$ cat config.mk
export PLATFORM = sky130hd
export DESIGN_NAME = mem_fifo_ctrl
export DESIGN_NICKNAME = d
export VERILOG_FILES = /design/src/rtl/mem_fifo_ctrl.sv
export SDC_FILE = /design/constraint.sdc
export NUM_CORES = 1
export LEC_CHECK = 0
export ABC_CLOCK_PERIOD_IN_PS = 4800
export BUFFER_PORTS_ARGS = -buffer_cell sky130_fd_sc_hd__clkbuf_2
export CORE_MARGIN = 1.5
export CORE_UTILIZATION = 45
export CTS_BUF_LIST = sky130_fd_sc_hd__clkbuf_4 sky130_fd_sc_hd__clkbuf_8 sky130_fd_sc_hd__clkbuf_16
export DETAILED_ROUTE_END_ITERATION = 12
export PLACE_DENSITY = 0.73
export SYNTH_ARGS = -nofsm -noshare
export SYNTH_HDL_FRONTEND = slang
export SYNTH_SLANG_ARGS = --single-unit
$ cat constraint.sdc
create_clock -name clk -period 4.8 [get_ports clk]
set_input_delay 0.24 -clock clk [delete_from_list [all_inputs] [get_ports clk]]
set_output_delay 0.24 -clock clk [all_outputs]
set_load 0.02 [all_outputs]
$ cat src/rtl/mem_fifo_ctrl.sv
// mem_fifo_ctrl: presents a single-port synchronous memory as a valid/ready FIFO
// with a one-entry output register that is refilled by a two-cycle read.
module mem_fifo_ctrl #(
  parameter int DWIDTH = 8,
  parameter int AWIDTH = 5,
  parameter int DEPTH  = 32
) (
  input  logic              clk,
  input  logic              rst_,
  input  logic              in_valid,
  output logic              in_ready,
  input  logic [DWIDTH-1:0] in_data,
  output logic              out_valid,
  input  logic              out_ready,
  output logic [DWIDTH-1:0] out_data,
  output logic [AWIDTH:0]   level,
  output logic [AWIDTH-1:0] mem_addr,
  output logic [DWIDTH-1:0] mem_data_in,
  output logic              mem_read,
  output logic              mem_write,
  input  logic [DWIDTH-1:0] mem_data_out
);
  typedef enum logic [1:0] {IDLE, RD, RD_CAP} state_t;
  state_t state, state_nx;
  logic [AWIDTH-1:0] wr_ptr, rd_ptr;
  logic [AWIDTH:0] cnt;
  logic prefetch;
  // Refilling an empty output register takes priority over accepting a push.
  assign prefetch = state == IDLE && !out_valid && |cnt;
  always_ff @(posedge clk or negedge rst_)
    if (!rst_) state <= IDLE;
    else state <= state_nx;
  always_comb
    state_nx = state == RD ? RD_CAP : state == RD_CAP ? IDLE : prefetch ? RD : IDLE;
  always_comb begin
    in_ready    = rst_ && state == IDLE && !prefetch && cnt != (AWIDTH+1)'(DEPTH);
    mem_write   = in_valid && in_ready;
    mem_read    = state == RD;
    mem_addr    = mem_write ? wr_ptr : mem_read ? rd_ptr : '0;
    mem_data_in = mem_write ? in_data : '0;
    level       = cnt + {{AWIDTH{1'b0}}, out_valid};
  end
  always_ff @(posedge clk or negedge rst_)
    if (!rst_) begin
      wr_ptr    <= '0;
      rd_ptr    <= '0;
      cnt       <= '0;
      out_valid <= 1'b0;
      out_data  <= '0;
    end else begin
      wr_ptr <= mem_write ? wr_ptr + 1'b1 : wr_ptr;
      cnt    <= mem_write ? cnt + 1'b1 : state == RD_CAP ? cnt - 1'b1 : cnt;
      if (state == RD_CAP) begin
        out_data  <= mem_data_out;
        out_valid <= 1'b1;
        rd_ptr    <= rd_ptr + 1'b1;
      end else if (out_valid && out_ready) out_valid <= 1'b0;
    end
endmodule

==> results_tabular.tex <==
\begin{tabular}{lr}
\hline
Metric & Value \\
\hline
\multicolumn{2}{l}{\textbf{Outcome}} \\
Status & completed \\
\multicolumn{2}{l}{\textbf{Clocking}} \\
Worst-skew pair later-pin latency & 0.34 ns \\
CTS HTree Levels & 1 \\
Clock transition at the registers of the reported paths & 0.15 ns \\
Cts bufs inserted & 3 \\
Clock tree from TritonCTS & yes \\
Max Buffers Root-to-Sink & 2 \\
CTS-repair resized insts & 0 \\
Clock tree sinks & 27 \\
Clk Tree Root Cell & clkbuf\_4 \\
\multicolumn{2}{l}{\textbf{Power}} \\
Max VDD drop & 0.3747 mV \\
Leakage dissipation & 0.8761 nW \\
Total power of the final layout & 0.001237 W \\
Power per unit of standard cell area & 689.2 nW/um\^{}2 \\
\multicolumn{2}{l}{\textbf{GRT}} \\
Vias in the first global route & 951 \\
First-pass GRT wire length & 4215 um \\
Global route total overflow & 0 \\
Antenna violations before repair & 0 \\
Pin count of the biggest net entering global routing & 29 \\
Combined global-route utilization of all metal layers & 0.1597 \\
\multicolumn{2}{l}{\textbf{Routing}} \\
Remaining routing DRC violations & 0 \\
Number of DRC markers after the initial detailed-route iteration & 33 \\
Total wirelength of the detailed-routed design & 2584 um \\
First-pass iteration count of the detailed router & 4 \\
Total via count after detailed routing & 1060 \\
Post-detailed-route via-to-cell ratio & 4.907 \\
DR WL/cell & 11.96 um \\
Number of nets with antenna violations after detailed routing & 0 \\
\multicolumn{2}{l}{\textbf{Place}} \\
Hpwl dp & 2031 um \\
Placer Congestion & 0.7550 \\
Count of port buffers added during placement & 50 \\
\multicolumn{2}{l}{\textbf{STA}} \\
Max-Slew Margin vs Limit & 0.5711 \\
Fin crit share & 0.7045 \\
Final Max Tran Viols & 0 \\
Fin. Hold Viols & 0 \\
Period minus WS final & 3.382 ns \\
Final Skew & 0.004731 ns \\
Setup repair after global routing missed its margin & false \\
Final setup viols & 0 \\
TNS Setup & 0 ns \\
Top achievable clock speed & 295.7 MHz \\
Measured slew at the worst slew-check pin & 0.6420 ns \\
\multicolumn{2}{l}{\textbf{Logic synthesis}} \\
Number of library cell types mapped by synthesis & 31 \\
Gate count of the mapped netlist & 120 \\
Post-Syn Area per Cell & 12.19 um\^{}2 \\
Number of synthesized register bits & 27 \\
Synth top area share & 0.4619 \\
Nets in the synthesized netlist & 149 \\
Cells taking the most area after synthesis & dfrtp\_1 (46\%), mux2\_2 (11\%), xnor2\_1 (7.2\%), ha\_1 (6.8\%), and2\_1 (3.4\%) \\
Sequential element share of the synthesized area & 0.4619 \\
Yosys top cell by area & dfrtp\_1 \\
Count of warnings emitted by yosys & 0 \\
Mapped cell area & 1463 um\^{}2 \\
\multicolumn{2}{l}{\textbf{Finish}} \\
Area added between synthesis and finish & 22.67\% \\
Commonest cells after routing, fill and taps aside & clkbuf\_2 (50), dfrtp\_1 (27), mux2\_2 (14) \\
Core utilization of the finished layout & 0.5829 \\
Diodes inserted & 0 \\
Nets & 202 \\
Fraction of layout cells with a size suffix above 1 & 0.4360 \\
Most common cell after layout, fill and taps aside & clkbuf\_2 \\
\multicolumn{2}{l}{\textbf{Worst setup path}} \\
Kind of launch point of the worst setup path & input pin \\
Longest individual stage delay on the worst path & 0.52 ns \\
Worst Path Buf+Inv & 4 \\
Required time worst endpoint & 5.07 ns \\
Cells along the critical path & dlygate4sd3\_1 -> clkbuf\_2 -> buf\_4 -> nor3b\_2 -> nand3b\_1 -> mux2i\_4 -> inv\_1 -> ha\_1 -> a211oi\_1 -> o21bai\_1 -> a21oi\_1 -> mux2i\_1 -> xnor2\_1 \\
CP Capture Type & flop \\
Cell type of the slowest stage on the worst timing path & dlygate4sd3\_1 \\
Classification of the worst setup path & in -> reg \\
Crit-path leading delay family & buffers and inverters \\
Data arrival, critical path & 3.66 ns \\
Worst-path maximum fanout & 28 \\
\multicolumn{2}{l}{\textbf{Min path}} \\
Worst min-delay path class & in -> reg \\
\multicolumn{2}{l}{\textbf{Floorplanning}} \\
Number of ports placed on the die boundary & 51 \\
Die W & 60.01 um \\
Row count & 20 \\
Effective utilization at floorplan & 0.4752 \\
Die boundary height & 60.01 um \\
Die footprint & 3601 um\^{}2 \\
Placeable core region & 3078 um\^{}2 \\
\multicolumn{2}{l}{\textbf{Run}} \\
Number of maximum-capacitance constraint violations & 0 \\
\hline
\end{tabular}
## where the power goes
group / leakage [nW] / internal, W / switching (W) / total [W]
sequential: 0.329 / 0.000338 / 0.000119 / 0.000457
clock: 0.0183 / 0.0000341 / 0.0000725 / 0.000107
combinational: 0.528 / 0.000316 / 0.000357 / 0.000673
## cell usage after synthesis, drive strengths merged
master and instances:
dfrtp 27, mux2 14, xnor2 12, and2 8, ha 8, a22o 5, xor2 5, a21oi 4
buf 4, nand4 4, a21o 3, nand2 3, nand3 3, nor2 3, nor2b 3, inv 2
mux2i 2, a211oi 1, and3 1, clkbuf 1, fa 1, nand3b 1, nor3 1, nor3b 1
nor4 1, o21ai 1, o21bai 1
## sequential cells by signal, summed over array words and instances (netlist names)
register / count
rd_ptr: 5
out_data: 8
state: 2
out_valid: 1
wr_ptr: 5
cnt: 6
## stage by stage
stage	hold slack [ns]	setup WS, ns	std cells	area, um^2
2_1_floorplan	-0.05559	2.195	120	1463
3_3_place_gp	0.2572	1.704	211	1753
3_5_place_dp	0.2586	1.566	211	1753
4_1_cts	0.1110	1.398	216	1794
5_1_grt	0.1029	1.020	216	1794
6_report	0.1137	1.418	216	1794
## cells by family (layout without fill, tap and decap cells)
logic type      count (synthesis)  count (layout)  share of synthesized area
compound gates                 15              15                    0.07271
xor+xnor                       17              17                     0.1018
fa+ha+maj                       9               9                    0.08212
buf+inv                         7              59                    0.02566
flops                          27              27                     0.4619
mux                            16              16                     0.1300
simple gates                   29              29                     0.1258
## cell type report
type                            instances  area, um^2
Clock buffer                            3       22.52
Fill cell                             279        1284
Multi-Input combinational cell         86       749.5
Tap cell                               44       55.05
Inverter                                2       7.507
Timing Repair Buffer                   53       275.3
Sequential cell                        27       675.6
Clock inverter                          1       8.758
## per-layer routing
metal  global-route usage  share of wire  vias to the layer above
li1                     -              -                      523
met1               0.2056           0.43                      505
met2               0.2531           0.50                       26
met3              0.04329          0.045                        6
met4              0.06667          0.023                        0
met5                    0              0                        -
## timing repair
| item | 4_1_cts | 5_1_grt |
|---|---|---|
| endpoints found under the hold margin | 27 | 0 |
| hold buffers | 1 | 0 |
| buffers inserted | 0 | 0 |
## path summary, 6_finish.rpt
kind | from | end | slack (ns) | depth (start not counted)
max | rst_ | cnt[5]$_DFFE_PN0P_ | 1.42 | 13
min | mem_data_out[3] | out_data[3]$_DFFE_PN0P_ | 0.11 | 2
max reg2reg | cnt[1]$_DFFE_PN0P_ | cnt[5]$_DFFE_PN0P_ | 1.85 | 10
min reg2reg | rd_ptr[4]$_DFFE_PN0P_ | rd_ptr[4]$_DFFE_PN0P_ | 0.49 | 1
max in group asynchronous | rst_ | cnt[0]$_DFFE_PN0P_ | 4.15 | 3
min in group asynchronous | rst_ | out_valid$_DFFE_PN0P_ | 0.41 | 3
Power figures use the tool's default switching activity.
